[config.mk]
export PLATFORM = sky130hd
export DESIGN_NAME = edge_debounce
export DESIGN_NICKNAME = d
export VERILOG_FILES = /design/src/rtl/edge_debounce.sv
export SDC_FILE = /design/constraint.sdc
export NUM_CORES = 1
export LEC_CHECK = 0
export ABC_AREA = 1
export BUFFER_PORTS_ARGS = -buffer_cell sky130_fd_sc_hd__buf_2
export CORE_AREA = 4 4 41 43
export CTS_CLUSTER_SIZE = 16
export DETAILED_ROUTE_END_ITERATION = 12
export DIE_AREA = 0 0 45 47
export SYNTH_ARGS = -nofsm -noshare
export SYNTH_HDL_FRONTEND = slang
export SYNTH_SLANG_ARGS = --single-unit
[constraint.sdc]
create_clock -name clk -period 1.35 [get_ports clk]
set_clock_uncertainty 0.05 [all_clocks]
set_input_delay 0 -clock clk [delete_from_list [all_inputs] [get_ports clk]]
set_output_delay 0 -clock clk [all_outputs]
set_load 0.005 [all_outputs]
[src/rtl/edge_debounce.sv]
// Debounces an already-synchronized level, emits registered edge pulses and,
// when EDGE_COUNT_EN is defined, a saturating count of accepted rising edges.
module edge_debounce #(
    parameter int DEB_CYCLES = 4,
    parameter int CNT_W      = 8
) (
    input  logic             clk,
    input  logic             rst,
    input  logic             sync_in,
    input  logic             cnt_clr,
    output logic             level_out,
    output logic             rise_pulse,
    output logic             fall_pulse,
    output logic [CNT_W-1:0] event_cnt
);

    localparam int TMR_W = $clog2(DEB_CYCLES + 1);
    localparam logic [TMR_W-1:0] TMR_LAST = TMR_W'(DEB_CYCLES - 1);

    // Bit 1 of the encoding is the debounced level, so level_out is a flop output.
    localparam logic [1:0] ST_LOW   = 2'b00;
    localparam logic [1:0] ST_CHK_H = 2'b01;
    localparam logic [1:0] ST_HIGH  = 2'b11;
    localparam logic [1:0] ST_CHK_L = 2'b10;

    logic [1:0]       state_q, state_d;
    logic [TMR_W-1:0] tmr_q, tmr_d;
    logic             rise_q, rise_d;
    logic             fall_q, fall_d;

    always_comb begin
        state_d = state_q;
        tmr_d   = tmr_q;
        rise_d  = 1'b0;
        fall_d  = 1'b0;
        case (state_q)
            ST_LOW: begin
                if (sync_in) begin
                    state_d = ST_CHK_H;
                    tmr_d   = '0;
                end
            end
            ST_CHK_H: begin
                if (!sync_in) begin
                    state_d = ST_LOW;
                    tmr_d   = '0;
                end else if (tmr_q == TMR_LAST) begin
                    state_d = ST_HIGH;
                    tmr_d   = '0;
                    rise_d  = 1'b1;
                end else begin
                    tmr_d = tmr_q + TMR_W'(1);
                end
            end
            ST_HIGH: begin
                if (!sync_in) begin
                    state_d = ST_CHK_L;
                    tmr_d   = '0;
                end
            end
            ST_CHK_L: begin
                if (sync_in) begin
                    state_d = ST_HIGH;
                    tmr_d   = '0;
                end else if (tmr_q == TMR_LAST) begin
                    state_d = ST_LOW;
                    tmr_d   = '0;
                    fall_d  = 1'b1;
                end else begin
                    tmr_d = tmr_q + TMR_W'(1);
                end
            end
            default: begin
                state_d = ST_LOW;
                tmr_d   = '0;
            end
        endcase
    end

    always_ff @(posedge clk) begin
        if (rst) begin
            state_q <= ST_LOW;
            tmr_q   <= '0;
            rise_q  <= 1'b0;
            fall_q  <= 1'b0;
        end else begin
            state_q <= state_d;
            tmr_q   <= tmr_d;
            rise_q  <= rise_d;
            fall_q  <= fall_d;
        end
    end

    assign level_out  = state_q[1];
    assign rise_pulse = rise_q;
    assign fall_pulse = fall_q;

`ifdef EDGE_COUNT_EN
    logic [CNT_W-1:0] cnt_q, cnt_d;

    // Clear wins over a coincident increment; the count holds at all-ones.
    always_comb begin
        cnt_d = cnt_q;
        if (cnt_clr) begin
            cnt_d = '0;
        end else if (rise_q && (cnt_q != {CNT_W{1'b1}})) begin
            cnt_d = cnt_q + CNT_W'(1);
        end
    end

    always_ff @(posedge clk) begin
        if (rst) begin
            cnt_q <= '0;
        end else begin
            cnt_q <= cnt_d;
        end
    end

    assign event_cnt = cnt_q;
`else
    logic unused_cnt_clr;
    assign unused_cnt_clr = cnt_clr;
    assign event_cnt      = '0;
`endif

endmodule

==> results by group <==
Outcome
  – Run status: completed

Yosys
  – Adder-cell share of the synthesized area: 16.1%
  – Distinct cells, synth: 14
  – Simple-gate share of the synthesized area: 24.2%
  – Top FF cell, synth: dfxtp_1
  – Post-synth EDFFs: 0
  – Main combinational cell family by area after synthesis: simple AND/OR/NAND/NOR gates
  – Synth Area in XOR/XNOR: 0%
  – Warnings from Yosys: 0
  – Post-synth ARST share: 0%
  – Syn avg cell area: 7.39 sq um
  – Number of synthesized register bits: 7
  – Cells after Synth: 63
  – Sequential area share after synthesis: 30.1%
  – Mux share of post-synthesis cell area: 0%
  – Synth Area in Compound Gates: 8.60%
  – Cell Area, Synth: 465 sq um

Placement
  – Port buffer count: 5
  – Placed instance area: 490 sq um
  – HPWL Detailed: 617 microns
  – RePlAce Congestion: 0.702

Pwr
  – Worst VDD drop: 0.000542 V
  – Final Total Pwr: 0.000575 W
  – Leakage power: 0.264 nW
  – P per Cell Area: 983 nW/um^2

Layout
  – Most common cell after layout, fill and taps aside: nand2_1
  – Final core occ: 44.9%
  – Layout area overhead: 25.5%
  – Antenna cells: 0
  – Most frequent cells in the layout: nand2_1, conb_1, nand2_2
  – Ratio of cells with drive above 1 in the final layout: 40.0%
  – Nets@finish: 86
  – Final instance area: 584 sq um
  – Fill cell count: 144

Floorplanning
  – Starting Density: 35.8%
  – # rows: 13
  – IO Pins: 15
  – DIE HEIGHT: 47 microns
  – Core ar.: 1300 sq um
  – Die area: 2120 sq um
  – Die X: 45 microns

Clock tree
  – Cts bufs inserted: 3
  – H-tree lvl count: 1
  – Clock tree buffer depth: 2
  – CTS Root Cell: clkbuf_4
  – CTS tree: done
  – Clock Latency Late Sink: 0.25 ns
  – Clock input transition at the sequential cells of the worst setup and hold paths: 0.05 ns
  – Clock sink count: 7

Worst setup path
  – R2r setup slk: 0.07 ns
  – Cell Chain, Critical Path: buf_4, ha_1, nand2_2, nand2_2, nand2_2, nand3_1, a21oi_2
  – Most frequent CP cell: nand2_2
  – Crit-path max cell delay: 0.32 ns
  – CP required: 1.48 ns
  – Worst Setup Path Type: reg2reg
  – CP top delay family: simple AND/OR/NAND/NOR gates
  – Worst Path Max Fanout: 4
  – Bufs and invs on worst path: 1
  – Crit. End Element: flip-flop
  – Crit start category: flip-flop
  – Worst EP arrival: 1.40 ns
  – Critical path's slowest cell: dfxtp_2

STA
  – Final period util: 94.6%
  – Highest Clock Rate: 0.783 GHz
  – Final Hold Vio Count: 0
  – Fin crit period: 1.28 ns
  – Final setup violating endpoints: 0
  – Setup TNS: 0 ns
  – Slew Viols, Final: 0

Route
  – DRC viols: 0
  – Vias per inst: 4.31
  – Routed vias: 388
  – DRT Pass-1 Iters: 2
  – DR iter-0 viols: 4
  – Final WL: 813 microns
  – Routed WL per cell: 9.03 microns
  – Remaining antenna violation count: 0

Worst hold path
  – Worst hold-check path type: in2reg

Job
  – Max-Cap Viols: 0

Global routing
  – Antenna violations before repair: 0
  – Vias in the first global route: 303
  – First-pass GRT wire length: 1230 microns
  – GR Util All Layers: 8.62%
  – Gr ovfl total: 0
  – Largest net degree at the start of global routing: 7
[worst min-delay path, cell delays in order]
cell,delay [ns]
buf_2,0.11
inv_2,0.05
nand2_2,0.07
nor3_1,0.05
[worst paths after layout]
kind | startpoint | end | cells past startpoint
hold / removal | sync_in | fall_pulse | 4
setup / recovery | state_q[1] | state_q[0] | 7
hold reg to reg | tmr_q[2] | tmr_q[2] | 2
setup reg to reg | state_q[1] | state_q[0] | 7
[cells by family after synthesis]
group | after synthesis
flip-flops | 7
buffers and inverters | 17
AND/OR/NAND/NOR | 24
adder cells (fa/ha/maj) | 6
AO/OA/AOI/OAI | 8
other | 1
[sequential cells by signal, summed over array words and instances (netlist names)]
name,flops
fall_pulse,1
rise_pulse,1
state_q,2
tmr_q,3
[cell usage after synthesis, types with 2 or more instances]
library cell | n | area [sq um]
buf_4 | 8 | 60.1
nand2_1 | 10 | 37.5
inv_2 | 2 | 7.51
inv_1 | 7 | 26.3
nor2_1 | 2 | 7.51
ha_1 | 6 | 75.1
nor3_1 | 2 | 10.0
nand2_2 | 5 | 31.3
dfxtp_1 | 7 | 140
a21oi_1 | 7 | 35.0
nand3_1 | 4 | 20.0
[stage by stage]
step / hold slack, ns / setup slack [ns] / instances
2_1_floorplan: 0.0191 / 0.0718 / 70
3_3_place_gp: 0.196 / 0.0434 / 84
6_report: 0.0300 / 0.0730 / 90
4_1_cts: 0.0218 / 0.0239 / 89
3_5_place_dp: 0.198 / 0.0352 / 84
5_1_grt: 0.0629 / -0.00891 / 90
[layout make-up]
class	instances	area [sq um]	area share [%]
clock buffer	4	26.3	4.50
inverter	9	33.8	5.78
multi-input combinational	46	305	52.2
sequential	7	143	24.4
tap	15	18.8	3.21
timing repair buffer	9	57.6	9.85
[layer usage]
layer | routed length, microns | track usage (%)
met5 | 0 | 0
met4 | 6 | 1.75
met3 | 70 | 6.90
met2 | 404 | 12.7
met1 | 332 | 9.82
[power breakdown]
group	internal (W)	switching [W]	total, W	leakage, nW
Combinational	0.0000713	0.0000980	0.000169	0.191
Clock	0.000112	0.0000707	0.000183	0.0150
Sequential	0.000217	0.00000517	0.000222	0.0575
Total	0.000401	0.000174	0.000575	0.264
[timing repair]
item,CTS,global route
hold buffers,1,0
endpoints found under the hold margin,5,0
resized for setup,0,13
buffers inserted,0,1
endpoints found under the setup margin,0,3
(Power assumes the default switching activity.)
